===== config.mk =====
export PLATFORM = sky130hd
export DESIGN_NAME = multicycle_control_fsm
export DESIGN_NICKNAME = d
export VERILOG_FILES = /design/src/rtl/multicycle_control_fsm.sv
export SDC_FILE = /design/constraint.sdc
export NUM_CORES = 1
export LEC_CHECK = 0
export ABC_AREA = 1
export CORE_ASPECT_RATIO = 1.1
export CORE_MARGIN = 2
export CORE_UTILIZATION = 35
export CTS_CLUSTER_DIAMETER = 30
export CTS_CLUSTER_SIZE = 10
export DETAILED_ROUTE_END_ITERATION = 8
export PLACE_DENSITY = 0.62
export SETUP_SLACK_MARGIN = 0.2
export SYNTH_ARGS = -nofsm -noshare
export SYNTH_HDL_FRONTEND = slang
export SYNTH_SLANG_ARGS = --single-unit

===== constraint.sdc =====
create_clock -name Clk -period 5.4 [get_ports Clk]
set_clock_uncertainty 0.1 [all_clocks]
set_input_delay 1.08 -clock Clk [delete_from_list [all_inputs] [get_ports Clk]]
set_output_delay 1.08 -clock Clk [all_outputs]
set_load 0.1 [all_outputs]

===== src/rtl/multicycle_control_fsm.sv =====
// multicycle_control_fsm: steps each instruction through fetch/decode/execute/memory/writeback,
// issuing datapath enables and mux selects, with memory-timeout and illegal-instruction traps.
module multicycle_control_fsm #(
   parameter int MEM_TIMEOUT = 15,
   parameter int COUNT_WIDTH = 32
) (
   input  logic                   Clk,
   input  logic                   Rst,
   input  logic                   Run,
   input  logic [5:0]             Opcode,
   input  logic [5:0]             Funct,
   input  logic                   Zero,
   input  logic                   MemReady,
   output logic                   IFetch,
   output logic                   IRWrite,
   output logic                   PCWrite,
   output logic [1:0]             PCSrc,
   output logic                   RegDst,
   output logic                   ALUSrc,
   output logic [1:0]             ALUControl,
   output logic                   MemRead,
   output logic                   MemWrite,
   output logic                   MemToReg,
   output logic                   RegWrite,
   output logic [2:0]             State,
   output logic                   Halted,
   output logic                   Trap,
   output logic [1:0]             TrapCause,
   output logic [COUNT_WIDTH-1:0] RetiredCount
);
   localparam int WW = $clog2(MEM_TIMEOUT + 1);
   typedef enum logic [2:0] {IDLE, FETCH, DECODE, EXECUTE, MEMORY, WRITEBACK, HALTED, TRAP} state_t;
   state_t state, next;
   logic [WW-1:0] wait_cnt, wait_nxt;
   logic [1:0] cause_nxt, alu_op;
   logic retire, waiting, timeout;
   logic is_r, is_lw, is_sw, is_addi, is_beq, is_bne, is_j, is_halt, illegal;
   assign is_r    = Opcode == 6'h00 && (Funct == 6'h20 || Funct == 6'h22 || Funct == 6'h24 || Funct == 6'h25);
   assign is_lw   = Opcode == 6'h23;
   assign is_sw   = Opcode == 6'h2B;
   assign is_addi = Opcode == 6'h08;
   assign is_beq  = Opcode == 6'h04;
   assign is_bne  = Opcode == 6'h05;
   assign is_j    = Opcode == 6'h02;
   assign is_halt = Opcode == 6'h3F;
   assign illegal = !(is_r || is_lw || is_sw || is_addi || is_beq || is_bne || is_j || is_halt);
   assign alu_op  = is_r ? (Funct == 6'h20 ? 2'b00 : Funct == 6'h22 ? 2'b01 : Funct == 6'h24 ? 2'b10 : 2'b11)
                         : (is_beq || is_bne) ? 2'b01 : 2'b00;
   // counter idles at zero outside memory waits, so entering FETCH/MEMORY always starts from zero
   assign waiting  = (state == FETCH || state == MEMORY) && !MemReady;
   assign timeout  = waiting && wait_cnt == WW'(MEM_TIMEOUT - 1);
   assign wait_nxt = waiting ? wait_cnt + WW'(1) : '0;
   assign State    = state;
   assign Halted   = state == HALTED;
   assign Trap     = state == TRAP;
   always_ff @(posedge Clk or posedge Rst) begin
      if (Rst) begin
         state        <= IDLE;
         wait_cnt     <= '0;
         RetiredCount <= '0;
         TrapCause    <= 2'b00;
      end else begin
         state        <= next;
         wait_cnt     <= wait_nxt;
         RetiredCount <= RetiredCount + COUNT_WIDTH'(retire);
         TrapCause    <= cause_nxt;
      end
   end
   always_comb begin
      next       = state;
      cause_nxt  = TrapCause;
      retire     = 1'b0;
      IFetch     = 1'b0;
      IRWrite    = 1'b0;
      PCWrite    = 1'b0;
      PCSrc      = 2'b00;
      RegDst     = 1'b0;
      ALUSrc     = 1'b0;
      ALUControl = 2'b00;
      MemRead    = 1'b0;
      MemWrite   = 1'b0;
      MemToReg   = 1'b0;
      RegWrite   = 1'b0;
      case (state)
         IDLE: next = Run ? FETCH : IDLE;
         FETCH: begin
            IFetch  = 1'b1;
            IRWrite = MemReady;
            if (MemReady) next = DECODE;
         end
         DECODE: begin
            if (illegal) begin
               next      = TRAP;
               cause_nxt = 2'b01;
            end else if (is_halt) next = HALTED;
            else if (is_j) begin
               PCWrite = 1'b1;
               PCSrc   = 2'b10;
               retire  = 1'b1;
            end else next = EXECUTE;
         end
         EXECUTE: begin
            ALUSrc     = is_lw || is_sw || is_addi;
            ALUControl = alu_op;
            if (is_beq || is_bne) begin
               PCWrite = 1'b1;
               PCSrc   = {1'b0, (is_beq && Zero) || (is_bne && !Zero)};
               retire  = 1'b1;
            end else next = (is_lw || is_sw) ? MEMORY : WRITEBACK;
         end
         MEMORY: begin
            ALUSrc     = 1'b1;
            ALUControl = alu_op;
            MemRead    = is_lw;
            MemWrite   = is_sw;
            if (MemReady) begin
               if (is_lw) next = WRITEBACK;
               else begin
                  PCWrite = 1'b1;
                  retire  = 1'b1;
               end
            end
         end
         WRITEBACK: begin
            RegWrite = 1'b1;
            PCWrite  = 1'b1;
            RegDst   = is_r;
            MemToReg = is_lw;
            retire   = 1'b1;
         end
         default: ;
      endcase
      if (timeout) begin
         next      = TRAP;
         cause_nxt = 2'b10;
      end
      if (retire) next = Run ? FETCH : IDLE;
   end
endmodule


# Word-level counts from Yosys, hierarchy flattened

Cells that the tools add are included.

RAM bits: 0
Memories: 0
Bits in read-only memories: 0
Output and inout port bits: 52
Logic and storage cells: 102
Register bits after elaboration: 41
Bits in latches: 0
Input bits: 17

Muxes and demuxes: 42
Shifts and indexed selects: 0
Divide/modulo/power cells: 0
Equality and inequality tests: 25
Bitwise logic cells: 0
Order comparisons: 0
Multiply operators: 0
Add/sub/neg operators: 2
Reductions and logical operators: 29

Operators by type and width:

| cell                | count |
|---|---|
| $eq 6x6->1 const B  | 7 |
| $add 32x1->32       | 1 |
| $mux 3              | 9 |
| $mux 2              | 10 |
| $mux 1              | 18 |
| $ne 4x4->1 const B  | 4 |
| $logic_or 1x1->1    | 15 |
| $pmux 3 s5          | 1 |
| $eq 3x3->1 const B  | 4 |
| $eq 6x3->1 const B  | 2 |
| $reduce_bool 7->1   | 1 |
| $eq 3x2->1 const B  | 2 |
| $eq 6x2->1 const B  | 1 |
| $eq 6x4->1 const B  | 1 |
| $logic_not 6->1     | 1 |
| $ne 6x6->1 const B  | 1 |
| $reduce_and 6->1    | 1 |
| $logic_and 1x1->1   | 5 |
| $add 4x1->4 const B | 1 |
| $eq 4x4->1 const B  | 1 |
| $mux 4              | 1 |
| $pmux 1 s4          | 1 |
| $pmux 2 s2          | 1 |
| $eq 3x1->1 const B  | 1 |
| 7 further kinds     | 8 |

# Longest topological paths before layout

Gate-level depths: netlist (run 1).

Word-level depth: 16
Mapped depth: 19
Mapped depth without buffers: 19

# Worst setup path after synthesis (run 1)

Ideal clock, no wire load.

Path kind: input-to-output
Start point: in Opcode[4]
End point: out ALUControl[0]
Stages on the path: 5
Slack: 409 ps
Data arrival time: 3811 ps
Buffers on the path: 0
Data required time: 4220 ps
Cell sequence: nor2_1 > nand2_1 > nor3_1 > nand2_1 > a211oi_1

Cells in the longest elaborated chain, start to end: 5
Elaborated cells on any way between the ends: 8
Those cells by class: eq/ne: 2; mux: 3; reduce/logical: 3

Ends and longest elaborated chain:

| what                                 | RTL line | text |
|---|---|---|
| from (decl)                          | 10       | `input logic [5:0] Opcode,` |
| $eq 6x3->1, on equally long branches | 42, 43   |  |
| $logic_or 1x1->1                     | 48       | `: (is_beq \|\| is_bne) ? 2'b01 : 2'b00;` |
| $mux 1                               | 48       |  |
| $mux 2 (*)                           | 47       | `assign alu_op = is_r ? (Funct == 6'h20 ? 2'b00 : Funct == 6'h22 ? 2'b01 : Funct == 6'h24 ? 2'b10 : 2'b11)` |
| $mux 2 (*)                           | 84       | `case (state)` |
| to (decl)                            | 20       | `output logic [1:0] ALUControl,` |

Mark *: on every way between the ends. The rest lies on a longest branch, timed or not.

# Final worst setup path (run 1)

Start point: in MemReady
End point: out IRWrite

Cells in the longest elaborated chain, start to end: 1

Ends and longest elaborated chain:

| what        | RTL line | text |
|---|---|---|
| from (decl) | 13       | `input logic MemReady,` |
| $mux 1      | 84       |  |
| to (decl)   | 15       | `output logic IRWrite,` |

No other way between the ends.

==> flow_summary_export.csv, run 1 <==
group,metric,value,unit
sta,fmax,243.4,MHz
pwr,p_leak,1.709,nW
layout,syn_to_final_growth,34.71,%
layout,stdcell_count,475,
worst_setup_path,reg2reg_slack,2.42,ns
clock_network,cts_hold_buf,0,
worst_setup_path,arrival,2.93,ns
logic_synthesis,synth-edff-count,0,
logic_synthesis,syn-mean-instance-area,7.745,sq um
die,fp-row-count,31,
logic_synthesis,synth_top_family_by_area,"simple AND/OR/NAND/NOR gates",
run_status,run_status,"finished, final reports clean",
logic_synthesis,yosys.area_share.xor_xnor,11.09,%
worst_setup_path,path_class,"input pin to primary output",
logic_synthesis,synth_compound_area_share,3.016,%
clock_network,clock_latency,0.29,ns
global_route,overflow,0,
worst_setup_path,reg2reg_from,"State[0]$_DFFE_PP0P_",
logic_synthesis,synth_async_sr_flop_share,100.0,%
global_route,first_global_vias,2209,
sta,whs,0.3744,ns
worst_setup_path,slowest_delay,1.15,ns
sta,hold_viol_final,0,
worst_setup_path,critPathTopFamily,"buffers and inverters",
logic_synthesis,synthMuxAreaShare,0,%
pwr,ir_drop,95.50,uV
drt,via_count,2225,
logic_synthesis,synth_nets,338,
worst_setup_path,startpoint_type,"input pin",
drt,drc,0,
logic_synthesis,synth-seq-area-share,41.92,%
clock_network,htree_levels,2,
worst_setup_path,end_kind,"primary output",
min_path,min_delay_worst_endpoint,"RetiredCount[31]$_DFF_PP0_",
place,finalWeightedCongestion,0.8915,
die,pin_count,69,
sta,worst_slew_pin_slew,0.9846,ns
die,dieHeight,91.70,microns
global_route,grt_pass1_wl,9970,microns
layout,nFillCells,655,
worst_setup_path,rr_endpoint,"RetiredCount[28]$_DFF_PP0_",
clock_network,cts_tree,"built",
logic_synthesis,synth_warnings,0,
sta,fin_crit_sh,76.10,%
layout,nNetsFinal,414,
sta,tns,0,ns
worst_setup_path,crit_slowest_cell,"clkdlybuf4s50_1",
worst_setup_path,path_max_fanout,4,
sta,min_period,4.109,ns
drt,postRouteAntennaNets,0,
logic_synthesis,syn_area,0.002447,sq mm
drt,wl,5796,microns
worst_setup_path,crit_top_cell,"clkdlybuf4s50_1",
clock_network,ctsResizeCount,0,
sta,setup_viol,0,
drt,routedWlPerCell,12.20,microns
global_route,grt_util_all_layers,15.86,%
place,port_buffers,68,
global_route,antenna_found_initial,0,
logic_synthesis,synth_fa_ha_area_share,2.556,%
drt,viasPerCell,4.684,
min_path,min_path_cells,1,
place,dp.cells,467,
worst_setup_path,cp_cell_sequence,"clkdlybuf4s50_1, inv_1, nor2_1, clkdlybuf4s50_1",
place,dpl_cell_area,0.003213,sq mm
logic_synthesis,synth_flop_cell,"dfrtp_1",
sta,final_max_slew_viol_count,0,
logic_synthesis,synthSimpleGateAreaFrac,33.90,%
clock_network,cts_root_buf,"clkbuf_8",
pwr,total_power,0.5292,mW
clock_network,cts_sinks,41,
clock_network,post-cts-setup-buffer-count,0,
pwr,powerDensity,160.5,mW/mm^2
layout,final_layout_size_suffix_gt1_share,7.888,%
layout,diodes,0,
worst_setup_path,crit_buf_inv,3,
place,dp_hpwl,4610,microns
die,core_area,0.006671,sq mm
global_route,grt_start_max_net_pins,42,
sta,rsz0062_at_grt,"no",
clock_network,cts_max_path_buffers,2,
die,start_util,36.68,%
worst_setup_path,reg2reg_depth,18,
logic_synthesis,ys_ff_latch,41,
worst_setup_path,crit_required,4.22,ns
sta,slew_headroom,34.16,%
logic_synthesis,synthCells,316,
die,die_area,0.007678,sq mm
job,max_cap_viol_count,0,
drt,first_pass_iters,4,
layout,final_area,0.003297,sq mm
min_path,hold_class,"flop to flop",
die,fp.dieW,83.73,microns
min_path,min_from,"RetiredCount[31]$_DFF_PP0_",
clock_network,clk_pin_slew,0.08,ns
drt,first_iter_violations,111,
logic_synthesis,synth_cell_type_count,28,
clock_network,cts_buffers,5,
[worst max path at each step]
stage                    from       endpoint  slack [ns]  cells after the start
finish               MemReady        IRWrite        1.29                      4
CTS                  MemReady        IRWrite        1.29                      4
global route         MemReady        IRWrite        1.22                      4
global placement     MemReady        IRWrite        1.29                      4
detailed placement   MemReady        IRWrite        1.29                      4
floorplan           Opcode[4]  ALUControl[0]        0.41                      5
[report_power, final]
group          internal (mW)  switching (mW)  total, mW  leakage, nW
Clock                 0.0915           0.102      0.194       0.0385
Sequential             0.307               0      0.307        0.537
Combinational         0.0134          0.0154     0.0288         1.13
Total                  0.412           0.118      0.529         1.71
[through the flow]
| stage | worst slack (ns) | util, % |
|---|---|---|
| finish | 1.291 | 49.42 |
| detailed placement | 1.288 | 48.16 |
| CTS | 1.287 | 49.42 |
| global route | 1.225 | 49.42 |
| global placement | 1.294 | 48.16 |
| floorplan | 0.4091 | - |
[logic make-up after synthesis]
kind of cell | Yosys count
adders and majority gates | 5
AOI/OAI and AO/OA | 11
xor gates and xnor gates | 31
DFF | 41
and+or+nand+nor | 179
buffers and inverters | 49
[cells in the final DEF, fill, tap and decap left out, types with 2 or more instances in the layout]
cell             count
nand2_1             74
clkdlybuf4s50_1     58
inv_1               47
nor2_1              42
dfrtp_1             41
nand3_1             29
xor2_1              16
xnor2_1             15
buf_4               11
nand4_1             10
nor3_1               8
ha_1                 5
clkbuf_8             5
nor4_1               4
a21oi_1              2
inv_2                2
and3_1               2
nand3_2              2
nor2_2               2
nand2_4              2
a211oi_1             2
o21ai_0              2
clkbuf_1             2
[layout make-up]
type | instances | area, sq um | area share (%)
sequential | 41 | 1026 | 31.12
multi-input combinational | 226 | 1237 | 37.53
inverter | 49 | 183.9 | 5.579
timing repair buffer | 69 | 663.1 | 20.11
clock buffer | 7 | 76.32 | 2.315
clock inverter | 1 | 7.507 | 0.2277
tap | 82 | 102.6 | 3.112
[sequential cells by signal, summed over array words and instances, names as in the netlist]
signal / cells
RetiredCount: 32
State: 3
TrapCause: 2
wait_cnt: 4
[layer usage]
metal / wire, microns / vias to the layer above / global-route usage, %
met4: 72 / 0 / 3.763
li1: - / 1157 / -
met2: 2753 / 47 / 27.07
met5: 0 / - / 0
met3: 259 / 9 / 3.690
met1: 2710 / 1012 / 20.40
[cells in the mapped netlist, drive strengths merged, types with 4 or more instances]
master | n | share of area (%)
o21ai | 4 | 0.97
nor4 | 4 | 1.0
nand3 | 31 | 6.7
dfrtp | 41 | 42
xor2 | 16 | 5.7
xnor2 | 15 | 5.4
ha | 5 | 2.6
nor3 | 9 | 2.3
inv | 49 | 7.5
nor2 | 46 | 8.2
nand2 | 77 | 13
nand4 | 10 | 2.6
Note: power is estimated with default switching activity, not from simulation.
==> run 2: changes to the inputs <==
==> constraint.sdc (replaced) <==
create_clock -name Clk -period 3.85 [get_ports Clk]
set_clock_uncertainty 0.1 [all_clocks]
set_input_delay 0.77 -clock Clk [delete_from_list [all_inputs] [get_ports Clk]]
set_output_delay 0.77 -clock Clk [all_outputs]
set_load 0.1 [all_outputs]
==> flow_summary_export.csv, run 2 (same netlist as run 1, synthesis figures left out) <==
group,metric,value,unit
die,start_util,36.68,%
worst_setup_path,path_class,"input pin to flop",
sta,rsz0062_at_grt,"yes",
global_route,antenna_found_initial,0,
pwr,power_switching_share,23.25,%
clock_network,cts_max_path_buffers,2,
drt,via_count,2232,
worst_setup_path,crit_buf_inv,4,
worst_setup_path,slowest_delay,0.46,ns
pwr,p_leak,1.729,nW
pwr,total_power,0.7482,mW
global_route,grt_start_max_net_pins,22,
clock_network,cts_root_buf,"clkbuf_8",
global_route,first_global_vias,2135,
sta,fmax,295.2,MHz
sta,slew_headroom,33.54,%
worst_setup_path,startpoint_type,"input pin",
pwr,seq_power_share,57.5,%
sta,tns,0,ns
drt,first_iter_violations,110,
clock_network,post-cts-setup-buffer-count,0,
worst_setup_path,crit_slowest_cell,"clkdlybuf4s50_1",
min_path,hold_class,"flop to flop",
worst_setup_path,crit_top_cell,"nand2_1",
job,max_cap_viol_count,0,
drt,drc,0,
layout,regMostFlops,"RetiredCount",
pwr,powerDensity,221.1,mW/mm^2
die,core_area,0.006671,sq mm
die,fp.dieW,83.73,microns
sta,hold_viol_final,0,
layout,diodes,0,
drt,wl,5989,microns
die,dieHeight,91.70,microns
global_route,grt_pass1_wl,10340,microns
layout,largest_reg_flops,32,
worst_setup_path,arrival,3.47,ns
drt,first_pass_iters,4,
sta,worst_slew_pin_slew,0.9937,ns
place,dp_hpwl,4914,microns
die,fp-row-count,31,
drt,postRouteAntennaNets,0,
pwr,clkPwrFrac,37.0,%
clock_network,clock_latency,0.30,ns
pwr,p_switching,0.1740,mW
drt,routedWlPerCell,12.58,microns
clock_network,clk_pin_slew,0.08,ns
layout,nNetsFinal,415,
die,pin_count,69,
drt,viasPerCell,4.689,
sta,fin_crit_sh,87.98,%
layout,final_area,0.003385,sq mm
place,dpl_cell_area,0.003288,sq mm
layout,nFillCells,660,
place,finalWeightedCongestion,0.8549,
clock_network,cts_tree,"built",
layout,final_layout_size_suffix_gt1_share,11.68,%
sta,final_max_slew_viol_count,0,
global_route,grt_util_all_layers,16.29,%
clock_network,cts_sinks,41,
worst_setup_path,cp_cell_sequence,"clkdlybuf4s50_1, nor2_2, nand2_1, inv_1, nand3_1, nand2_1, o21bai_4, clkinvlp_4, ha_1, ha_1, nand3_2, inv_2, nand2_2, nor2_4, nand2_4, nor2_8, nand3_2, o21ai_1, nand2_1",
worst_setup_path,path_max_fanout,6,
sta,min_period,3.387,ns
worst_setup_path,end_kind,"flop",
worst_setup_path,crit_required,3.93,ns
run_status,run_status,"finished, final reports clean",
clock_network,htree_levels,2,
pwr,ir_drop,150.2,uV
sta,setup_viol,0,
global_route,overflow,0,
place,port_buffers,68,
worst_setup_path,critPathTopFamily,"simple AND/OR/NAND/NOR gates",
layout,syn_to_final_growth,38.29,%
pwr,p_comb_share,5.5,%
layout,mostFrequentLayoutCell,"nand2_1",
layout,final_cell_mix,"nand2_1, clkdlybuf4s50_1, inv_1, nor2_1, dfrtp_1",
clock_network,cts_buffers,5,
die,die_area,0.007678,sq mm
pwr,power.internal,0.5742,mW
run 2: routing by layer:
| metal | vias up | global-route usage, % | wire length [microns] |
|---|---|---|---|
| li1 | 1153 | - | - |
| met1 | 1022 | 22.45 | 2866 |
| met2 | 50 | 26.93 | 2817 |
| met3 | 7 | 2.970 | 252 |
| met4 | 0 | 3.226 | 53 |
| met5 | - | 0 | 0 |
run 2: cell type report:
cell class	instances	area (sq um)	share of cell area [%]
Clock buffer	5	68.82	2.033
Clock inverter	3	17.52	0.5176
Inverter	49	187.7	5.545
Multi-Input combinational cell	226	1257	37.15
Sequential cell	41	1030	30.43
Tap cell	82	102.6	3.031
Timing Repair Buffer	70	720.7	21.29
run 2: path summary, 6_finish.rpt:
check                                    startpoint                    endpoint  slack (ns)  cells after the start
min in group asynchronous                       Rst        State[1]$_DFFE_PP0P_        0.83                      2
hold / removal             TrapCause[1]$_DFFE_PP0P_    TrapCause[1]$_DFFE_PP0P_        0.38                      2
setup / recovery                          Opcode[4]  RetiredCount[28]$_DFF_PP0_        0.46                     19
hold reg to reg            TrapCause[1]$_DFFE_PP0P_    TrapCause[1]$_DFFE_PP0P_        0.38                      2
setup reg to reg               State[0]$_DFFE_PP0P_  RetiredCount[28]$_DFF_PP0_        0.89                     18
max in group asynchronous                       Rst  RetiredCount[27]$_DFF_PP0_        2.05                      3
run 2: worst min-delay path, stage by stage, from the launching register on:
cell,delay (ns)
dfrtp_1,0.35
nand2_1,0.05
nand2_1,0.04
run 2: repair_timing:
action,4_1_cts,5_1_grt
hold buffers,0,0
resized for setup,0,2
setup endpoints to repair,0,6
run 2: stage by stage:
stage               setup slack (ns)  utilization [%]  hold slack [ns]  std cells
floorplan                     0.2313                -           0.3530        316
global placement              0.2213            49.29           0.3605        468
detailed placement           0.08441            49.29           0.3658        468
CTS                           0.3911            50.58           0.3845        476
global route                  0.1638            50.73           0.4211        476
finish                        0.4627            50.73           0.3777        476
run 2: power by group through the flow:
stage / clock network [mW] / registers [mW] / logic (mW)
after floorplan: 0 / 0.439 / 0.0164
after global placement: 0 / 0.439 / 0.0405
after detailed placement: 0 / 0.439 / 0.0412
after CTS: 0.288 / 0.430 / 0.0414
after global routing: 0.304 / 0.430 / 0.0465
final: 0.277 / 0.430 / 0.0409
